## src/rtl/seg_scan_controller_if.sv

```systemverilog
// Load/value request and scanned display outputs of seg_scan_controller.
interface seg_scan_controller_if;
  logic [7:0] value;
  logic       load;
  logic       busy;
  logic [3:0] digit;
  logic [3:0] anode;

  modport master (output value, output load, input busy, input digit, input anode);
  modport slave  (input value, input load, output busy, output digit, output anode);
endinterface

```

## src/rtl/seg_scan_controller.sv

```systemverilog
// Converts an 8-bit value to BCD by double-dabble and scans the three digits
// onto a 4-digit common-anode display through a shared BCD decoder.
module seg_scan_controller #(
  parameter int unsigned REFRESH_DIV   = 100000,
  parameter bit          LEADING_BLANK = 1'b1
) (
  input logic                  clk,
  input logic                  reset,
  seg_scan_controller_if.slave bus
);

  localparam int unsigned PW = (REFRESH_DIV > 1) ? $clog2(REFRESH_DIV) : 1;
  localparam int unsigned BW = 8;
  localparam int unsigned CW = 12;
  localparam int unsigned NW = 4;

  typedef enum logic [1:0] {IDLE, CONVERT, COMMIT} state_t;

  state_t          state;
  logic [BW-1:0]   bin;
  logic [CW-1:0]   bcd;
  logic [CW-1:0]   bcd_adj_c;
  logic [NW-1:0]   step;
  logic            busy_r;
  logic [NW-1:0]   hund;
  logic [NW-1:0]   tens;
  logic [NW-1:0]   ones;
  logic [PW-1:0]   presc;
  logic [1:0]      slot;
  logic [NW-1:0]   slot_digit_c;
  logic            slot_blank_c;
  logic [NW-1:0]   digit_r;
  logic [NW-1:0]   anode_r;

  // Double-dabble correction: any nibble >= 5 gets +3 before the shift.
  always_comb begin
    bcd_adj_c = bcd;
    for (int i = 0; i < 3; i++) begin
      if (bcd[4*i +: 4] >= 4'd5) bcd_adj_c[4*i +: 4] = bcd[4*i +: 4] + 4'd3;
    end
  end

  // Conversion FSM; display registers change only in COMMIT.
  always_ff @(posedge clk) begin
    if (reset) begin
      state  <= IDLE;
      busy_r <= 1'b0;
      bin    <= '0;
      bcd    <= '0;
      step   <= '0;
      hund   <= '0;
      tens   <= '0;
      ones   <= '0;
    end else begin
      case (state)
        IDLE: begin
          if (bus.load) begin
            bin    <= bus.value;
            bcd    <= '0;
            step   <= '0;
            busy_r <= 1'b1;
            state  <= CONVERT;
          end
        end
        CONVERT: begin
          {bcd, bin} <= {bcd_adj_c[CW-2:0], bin, 1'b0};
          step       <= step + 4'd1;
          if (step == 4'd7) state <= COMMIT;
        end
        COMMIT: begin
          hund   <= bcd[11:8];
          tens   <= bcd[7:4];
          ones   <= bcd[3:0];
          busy_r <= 1'b0;
          state  <= IDLE;
        end
        default: state <= IDLE;
      endcase
    end
  end

  // Free-running slot prescaler, independent of the FSM.
  always_ff @(posedge clk) begin
    if (reset) begin
      presc <= '0;
      slot  <= '0;
    end else if (presc == PW'(REFRESH_DIV - 1)) begin
      presc <= '0;
      slot  <= slot + 2'd1;
    end else begin
      presc <= presc + PW'(1);
    end
  end

  always_comb begin
    slot_digit_c = '0;
    slot_blank_c = 1'b0;
    case (slot)
      2'd0: slot_digit_c = ones;
      2'd1: begin
        slot_digit_c = tens;
        slot_blank_c = LEADING_BLANK && (hund == 4'd0) && (tens == 4'd0);
      end
      2'd2: begin
        slot_digit_c = hund;
        slot_blank_c = LEADING_BLANK && (hund == 4'd0);
      end
      default: begin
        slot_digit_c = '0;
        slot_blank_c = 1'b1;
      end
    endcase
  end

  // Decoder digit and active-low anode, one register stage after the slot.
  always_ff @(posedge clk) begin
    if (reset) begin
      digit_r <= '0;
      anode_r <= 4'b1111;
    end else begin
      digit_r <= slot_digit_c;
      anode_r <= slot_blank_c ? 4'b1111 : ~(4'b0001 << slot);
    end
  end

  assign bus.busy  = busy_r;
  assign bus.digit = digit_r;
  assign bus.anode = anode_r;

endmodule

```

## src/flat_wrapper.sv

```systemverilog
// flat-port wrapper written by rule: the top's interface ports become plain ports
module seg_scan_controller_flat 
#(
  parameter int unsigned REFRESH_DIV   = 100000,
  parameter bit          LEADING_BLANK = 1'b1
)
  (clk, reset, bus_value, bus_load, bus_busy, bus_digit, bus_anode);
  seg_scan_controller_if bus_i ();
  input logic clk;
  input logic reset;
  input wire logic [$bits(bus_i.value)-1:0] bus_value;
  input wire logic [$bits(bus_i.load)-1:0] bus_load;
  output wire logic [$bits(bus_i.busy)-1:0] bus_busy;
  output wire logic [$bits(bus_i.digit)-1:0] bus_digit;
  output wire logic [$bits(bus_i.anode)-1:0] bus_anode;
  assign bus_i.value = bus_value;
  assign bus_i.load = bus_load;
  assign bus_busy = bus_i.busy;
  assign bus_digit = bus_i.digit;
  assign bus_anode = bus_i.anode;
  seg_scan_controller #(.REFRESH_DIV(REFRESH_DIV), .LEADING_BLANK(LEADING_BLANK)) u_core (.clk(clk), .reset(reset), .bus(bus_i));
endmodule
```

## config.mk

```make
export PLATFORM = sky130hd
export DESIGN_NAME = seg_scan_controller_flat
export DESIGN_NICKNAME = d
export VERILOG_FILES = /design/src/rtl/seg_scan_controller_if.sv /design/src/rtl/seg_scan_controller.sv /design/src/flat_wrapper.sv
export SDC_FILE = /design/constraint.sdc
export NUM_CORES = 1
export LEC_CHECK = 0
export ABC_AREA = 1
export CORE_AREA = 4 4 80 82
export CTS_CLUSTER_DIAMETER = 60
export DETAILED_ROUTE_END_ITERATION = 12
export DIE_AREA = 0 0 84 86
export DONT_BUFFER_PORTS = 1
export PLACE_DENSITY = 0.71
export REMOVE_ABC_BUFFERS = 1
export SLEW_MARGIN = 20
export SYNTH_ARGS = -nofsm -noshare
export SYNTH_HDL_FRONTEND = slang
export SYNTH_SLANG_ARGS = --single-unit
```

## constraint.sdc

```tcl
create_clock -name clk -period 1.25 [get_ports clk]
set_input_delay 0 -clock clk [delete_from_list [all_inputs] [get_ports clk]]
set_output_delay 0 -clock clk [all_outputs]
set_load 0.02 [all_outputs]
```

==> results of run 1 <==
## final timing paths
path / start / endpoint / slack (ps) / cells past startpoint
worst max-delay path: u_core.presc[0] / u_core.presc[7] / -8 / 6
worst min-delay path: reset / u_core.bcd[4] / -290 / 1
worst max register to register: u_core.presc[0] / u_core.presc[7] / -8 / 6
worst min register to register: u_core.bcd[11] / u_core.bcd[11] / 460 / 2
## stage by stage
| step | std cells | setup slack (ps) | util, % | power (mW) |
|---|---|---|---|---|
| floorplan | 408 | -132 | - | 2.38 |
| global placement | 509 | -60.7 | 57.1 | 2.47 |
| detailed placement | 509 | -102 | 57.1 | 2.48 |
| CTS | 533 | 2.53 | 63.6 | 4.87 |
| global route | 537 | -85.5 | 67.1 | 4.99 |
| finish | 537 | -8.17 | 67.1 | 4.83 |
## power by group through the flow
stage,clock (mW),sequential (mW),combinational [mW]
global placement,0,2.23,0.241
finish,2.36,2.19,0.286
global route,2.48,2.19,0.320
detailed placement,0,2.23,0.244
CTS,2.41,2.19,0.268
floorplan,0,2.23,0.152
## per-layer routing
| layer | global-route usage, % | part of all wire (%) | up-vias |
|---|---|---|---|
| li1 | - | - | 1446 |
| met1 | 21.7 | 44 | 1246 |
| met2 | 29.1 | 50 | 60 |
| met3 | 3.65 | 4.5 | 7 |
| met4 | 11.0 | 1.3 | 0 |
| met5 | 0 | 0 | - |
## area by class of cell
class | count | area share [%]
sequential | 66 | 35.1
clock inverter | 5 | 3.25
clock buffer | 11 | 3.67
tap | 75 | 2.43
timing repair buffer | 36 | 8.02
inverter | 47 | 4.64
multi-input combinational | 297 | 42.9
## placed cells by master, fill, tap and decap left out, drive strengths merged, types with 2 or more instances in the layout
cell,netlist,final
buf,7,30
a21oi,39,39
o21ai,23,23
ha,13,13
xor2,3,3
or2,4,4
nor2,35,35
nor3,2,2
nand2,116,118
inv,47,47
a22oi,2,2
clkbuf,4,11
dlygate4sd3,0,6
bufinv,0,4
nand4,12,12
dfxtp,66,66
a31oi,3,3
nand3,38,38
## timing repair
action / CTS / global route
pin swaps: 2 / 16
hold endpoints to repair: 33 / 26
setup buffers: 1 / 3
endpoints found under the setup margin: 18 / 43
resized for setup: 6 / 62
cloned: 1 / 1
## cell families after synthesis
family | after synthesis | synth area share [%]
adders and majority gates | 13 | 5.34
xor gates and xnor gates | 4 | 1.15
AOI/OAI and AO/OA | 68 | 11.7
buffers and inverters | 58 | 7.97
and+or+nand+nor | 210 | 30.5
DFF | 66 | 43.4
## worst max-delay path, stage by stage (launching register included)
cell,delay (ps)
dfxtp_2,350
buf_4,120
inv_1,30
nor2_1,160
nand2_2,120
or2_2,290
a21oi_1,110
==> flow_metrics.py, run 1 <==
metrics = {
    "floorplanning": {
        "die_y_um": 86,
        "dieArea_um2": 7220,
        "core_um2": 5750,
        "row_count": 28,
        "io_pins": 20,
        "initial_core_util_pct": 53.0,
        "die_x_um": 84,
    },
    "synth": {
        "postSynthAreaPerCell_um2": 7.27,
        "ys_top_cells_by_area": "dfxtp_1 (43%), nand2_1 (14%), a21oi_1 (6.2%), nand3_1 (6.1%), inv_1 (5.7%)",
        "synth_flop_cell": "dfxtp_1",
        "netlist_area_um2": 3050,
        "yosysMostFrequentCell": "nand2_1",
        "synth_edf_count": 0,
        "synth_top_area_cell": "dfxtp_1",
        "yosys_warnings": 0,
        "synth.distinct_cells": 31,
        "synthArstFlopShare_pct": 0,
        "synth_cells": 419,
        "synth_top_area_share_pct": 43.4,
        "synth-seq-cells": 66,
        "synthTopCellsByCount": "nand2_1 (114), dfxtp_1 (66), inv_1 (46)",
        "yosysSeqAreaShare_pct": 43.4,
    },
    "finish": {
        "regMostFlops": "u_core.presc",
        "largest_reg_flops": 17,
        "nets": 481,
        "synthToLayoutAreaGrowth_pct": 26.5,
        "top_regs": "u_core.presc x17, u_core.bcd x12, u_core.bin x8",
        "multiInputGateArea_um2": 1660,
        "antennaDiodeCount": 0,
        "layout-drive-gt1-share_pct": 23.6,
        "regArea_um2": 1350,
        "nFillCells": 465,
        "final_area_um2": 3850,
    },
    "global_route": {
        "antenna_found_initial": 0,
        "grt_start_max_net_pins": 25,
        "track_usage_pct": 17.8,
        "grt_pass1_vias": 2536,
        "grt_pass1_wl_mm": 10.6,
        "grt-ovfl-total": 0,
    },
    "clocking": {
        "cts_hold_buf": 6,
        "clkLatencyLatePin_ps": 340,
        "tritoncts": "yes",
        "clock_tree.root_cell": "clkbuf_8",
        "path_clk_slew_ps": 70,
        "clockBufferDepth": 2,
        "clkSinkCount": 66,
        "cts_made_buffers": 9,
        "cts-htree-levels": 3,
    },
    "power_and_ir_drop": {
        "pwr-share-clk_pct": 48.8,
        "p_leak_nw": 1.58,
        "p_seq_share_pct": 45.3,
        "comb_power_share_pct": 5.9,
        "power_density_nw_per_um2": 1250,
        "switchingPower_mw": 0.984,
        "power.internal_mw": 3.84,
        "ir_drop_v": 0.000763,
        "switching_share_pct": 20.4,
    },
    "setup_path": {
        "criticalPathCategory": "reg2reg",
        "end_kind": "flop",
        "crit_required_ps": 1520,
        "cp_max_fo": 7,
        "crit_path_start_kind": "flop",
        "crit_arrival_ps": 1520,
    },
    "timing": {
        "maxSlewHeadroom_pct": 69.2,
        "rsz0062_at_grt": "true",
        "finClkSkew_ps": 9.04,
        "tightest_slew_ps": 458,
        "setup_viol": 1,
        "final.min_clock_period_ps": 1260,
        "report.final.hold_viol_count": 26,
        "fmax_mhz": 795,
        "period_share_pct": 101,
        "setup_tns_ps": -8.17,
        "whs_ps": -293,
        "fin_ws_ps": -8.17,
        "finalMaxSlewViolations": 0,
    },
    "drt": {
        "dr_total_vias": 2759,
        "drt_iter0_drc": 142,
        "ant_nets": 0,
        "drc": 0,
        "first_pass_iters": 4,
        "avgRoutedWirePerCell_um": 12.1,
        "via_per_inst": 5.14,
        "drt_wl_total_mm": 6.50,
    },
    "placed_design": {
        "portBuffers": 0,
        "routabilityCongestion": 0.856,
        "placed_area_um2": 3280,
        "dp_hpwl_mm": 4.14,
    },
    "outcome": {
        "violations": "hold timing, setup timing",
        "status": "complete, but fails checks",
    },
    "hold_path": {
        "hold_class": "in2reg",
    },
    "run": {
        "cap_violations": 0,
    },
}
No activity file was read; power rests on OpenSTA's default activity.
==> run 2, diff against run 1 <==
--- a/config.mk
+++ b/config.mk
@@ -12,8 +12,9 @@
 export DIE_AREA = 0 0 84 86
 export DONT_BUFFER_PORTS = 1
 export PLACE_DENSITY = 0.71
+export RECOVER_POWER = 100
 export REMOVE_ABC_BUFFERS = 1
-export SLEW_MARGIN = 20
+export SLEW_MARGIN = 10
 export SYNTH_ARGS = -nofsm -noshare
 export SYNTH_HDL_FRONTEND = slang
 export SYNTH_SLANG_ARGS = --single-unit
==> run 2 against run 1 <==
  * The run still ends with hold timing, setup timing left
  * Largest power group unchanged
  * Sequential share of layout area about the same
  * Critical path depth unchanged
  * Largest cell class unchanged
  * Setup slack got worse by 1.4 ps
  * Power about the same
  * Register-to-register slack about the same
  * Final cell count unchanged
  * Non-clock buffer count unchanged
  * Hold slack about the same
  * Routed wire length increased by 0.32%
  * Clock skew about the same
  * Die area unchanged
  * First-iteration DRC count unchanged
==> flow_metrics.py, run 2 (same netlist as run 1, synthesis figures left out) <==
metrics = {
    "timing": {
        "period_share_pct": 101,
        "report.final.hold_viol_count": 26,
        "tightest_slew_ps": 458,
        "fin_ws_ps": -9.57,
        "whs_ps": -293,
        "fmax_mhz": 794,
        "setup_viol": 1,
        "maxSlewHeadroom_pct": 69.2,
        "finalMaxSlewViolations": 0,
        "final.min_clock_period_ps": 1260,
        "rsz0062_at_grt": "true",
        "finClkSkew_ps": 9.10,
    },
    "clocking": {
        "clkLatencyLatePin_ps": 340,
        "path_clk_slew_ps": 70,
        "cts_hold_buf": 6,
        "clkSinkCount": 66,
        "cts-htree-levels": 3,
        "tritoncts": "yes",
        "clockBufferDepth": 2,
        "clock_tree.root_cell": "clkbuf_8",
        "cts_made_buffers": 9,
    },
    "global_route": {
        "grt-ovfl-total": 0,
        "grt_start_max_net_pins": 25,
        "grt_pass1_vias": 2536,
        "grt_pass1_wl_mm": 10.6,
        "track_usage_pct": 17.8,
        "antenna_found_initial": 0,
    },
    "floorplanning": {
        "row_count": 28,
        "die_x_um": 84,
        "die_y_um": 86,
        "io_pins": 20,
        "initial_core_util_pct": 53.0,
        "core_um2": 5750,
        "dieArea_um2": 7220,
    },
    "finish": {
        "layout-drive-gt1-share_pct": 23.6,
        "layout_common_cells": "nand2_1 (103), dfxtp_1 (50), inv_1 (40)",
        "top_regs": "u_core.presc x17, u_core.bcd x12, u_core.bin x8",
        "regMostFlops": "u_core.presc",
        "nFillCells": 466,
        "nets": 481,
        "antennaDiodeCount": 0,
        "synthToLayoutAreaGrowth_pct": 26.4,
        "final_area_um2": 3850,
        "largest_reg_flops": 17,
        "layout_commonest_cell": "nand2_1",
    },
    "drt": {
        "dr_total_vias": 2777,
        "avgRoutedWirePerCell_um": 12.1,
        "drt_wl_total_mm": 6.52,
        "drt_iter0_drc": 142,
        "drc": 0,
        "first_pass_iters": 4,
        "ant_nets": 0,
        "via_per_inst": 5.17,
    },
    "setup_path": {
        "cp_slowest_cell": "dfxtp_2",
        "cp_top_family": "simple AND/OR/NAND/NOR gates",
        "crit_path_cell_trace": "buf_4 -> inv_1 -> nor2_1 -> nand2_2 -> or2_2 -> a21oi_1",
        "rr_startpoint": "u_core.presc[0]",
        "crit_required_ps": 1520,
        "crit_path_start_kind": "flop",
        "criticalPathCategory": "reg2reg",
        "crit-reg2reg-capture": "u_core.presc[7]",
        "r2r_slack_ps": -10,
        "rr_worst_depth": 6,
        "crit_arrival_ps": 1530,
        "critPathMaxStageDelay_ps": 350,
        "cp_max_fo": 7,
        "end_kind": "flop",
        "cp.buffers_inverters": 2,
    },
    "power_and_ir_drop": {
        "power.internal_mw": 3.84,
        "p_seq_share_pct": 45.3,
        "p_leak_nw": 1.58,
        "comb_power_share_pct": 5.9,
        "switchingPower_mw": 0.984,
        "pwr-share-clk_pct": 48.8,
        "power_density_nw_per_um2": 1250,
        "switching_share_pct": 20.4,
        "ir_drop_v": 0.000763,
    },
    "placed_design": {
        "routabilityCongestion": 0.856,
        "placed_area_um2": 3280,
        "portBuffers": 0,
        "dp_hpwl_mm": 4.14,
    },
    "outcome": {
        "violations": "hold timing, setup timing",
        "status": "complete, but fails checks",
    },
    "hold_path": {
        "hold_depth": 1,
        "hold_class": "in2reg",
        "min_from": "reset",
        "hold_end": "u_core.bcd[4]",
    },
    "run": {
        "cap_violations": 0,
    },
}
## run 2: layout make-up
type | instances | area [um^2] | share of cell area, %
Timing Repair Buffer | 36 | 307 | 7.96
Tap cell | 75 | 93.8 | 2.44
Sequential cell | 66 | 1350 | 35.1
Inverter | 47 | 179 | 4.64
Clock inverter | 5 | 125 | 3.25
Clock buffer | 11 | 141 | 3.67
Multi-Input combinational cell | 297 | 1660 | 43.0
## run 2: timing repair
action / CTS / global route
setup buffers: 1 / 3
pin swaps: 2 / 16
gates resized for setup: 6 / 62
cloned: 1 / 1
endpoints found under the hold margin: 33 / 26
setup endpoints to repair: 18 / 43
## run 2: power groups by stage
stage | logic (mW) | clock network (mW) | registers (mW)
2_1_floorplan | 0.152 | 0 | 2.23
3_3_place_gp | 0.241 | 0 | 2.23
3_5_place_dp | 0.244 | 0 | 2.23
4_1_cts | 0.268 | 2.41 | 2.19
5_1_grt | 0.320 | 2.48 | 2.19
6_report | 0.286 | 2.36 | 2.19
## run 2: per-layer routing
| metal | wire length [um] | vias up | track usage, % |
|---|---|---|---|
| met2 | 3240 | 60 | 29.1 |
| met5 | 0 | - | 0 |
| met1 | 2930 | 1264 | 21.7 |
| met4 | 82 | 0 | 11.0 |
| li1 | - | 1446 | - |
| met3 | 266 | 7 | 3.65 |
## run 2: worst max-delay path by stage
stage | startpoint | end | slack (ps) | cells past startpoint
finish | u_core.presc[0] | u_core.presc[7] | -10 | 6
global route | u_core.presc[0] | u_core.presc[7] | -90 | 6
CTS | u_core.presc[1] | u_core.presc[8] | 3 | 6
detailed placement | u_core.presc[1] | u_core.presc[12] | -100 | 6
global placement | u_core.presc[1] | u_core.presc[12] | -60 | 6
floorplan | u_core.state[0] | u_core.hund[0] | -130 | 3
## run 2: metrics by stage
step | setup TNS, ps | setup WS (ps) | instances | utilization [%] | total power, mW
after floorplan | -1710 | -132 | 408 | - | 2.38
after global placement | -829 | -60.7 | 509 | 57.1 | 2.47
after detailed placement | -1480 | -102 | 509 | 57.1 | 2.48
after CTS | 0 | 2.53 | 533 | 63.6 | 4.87
after global routing | -494 | -85.5 | 537 | 67.1 | 4.99
final | -9.57 | -9.57 | 537 | 67.1 | 4.83
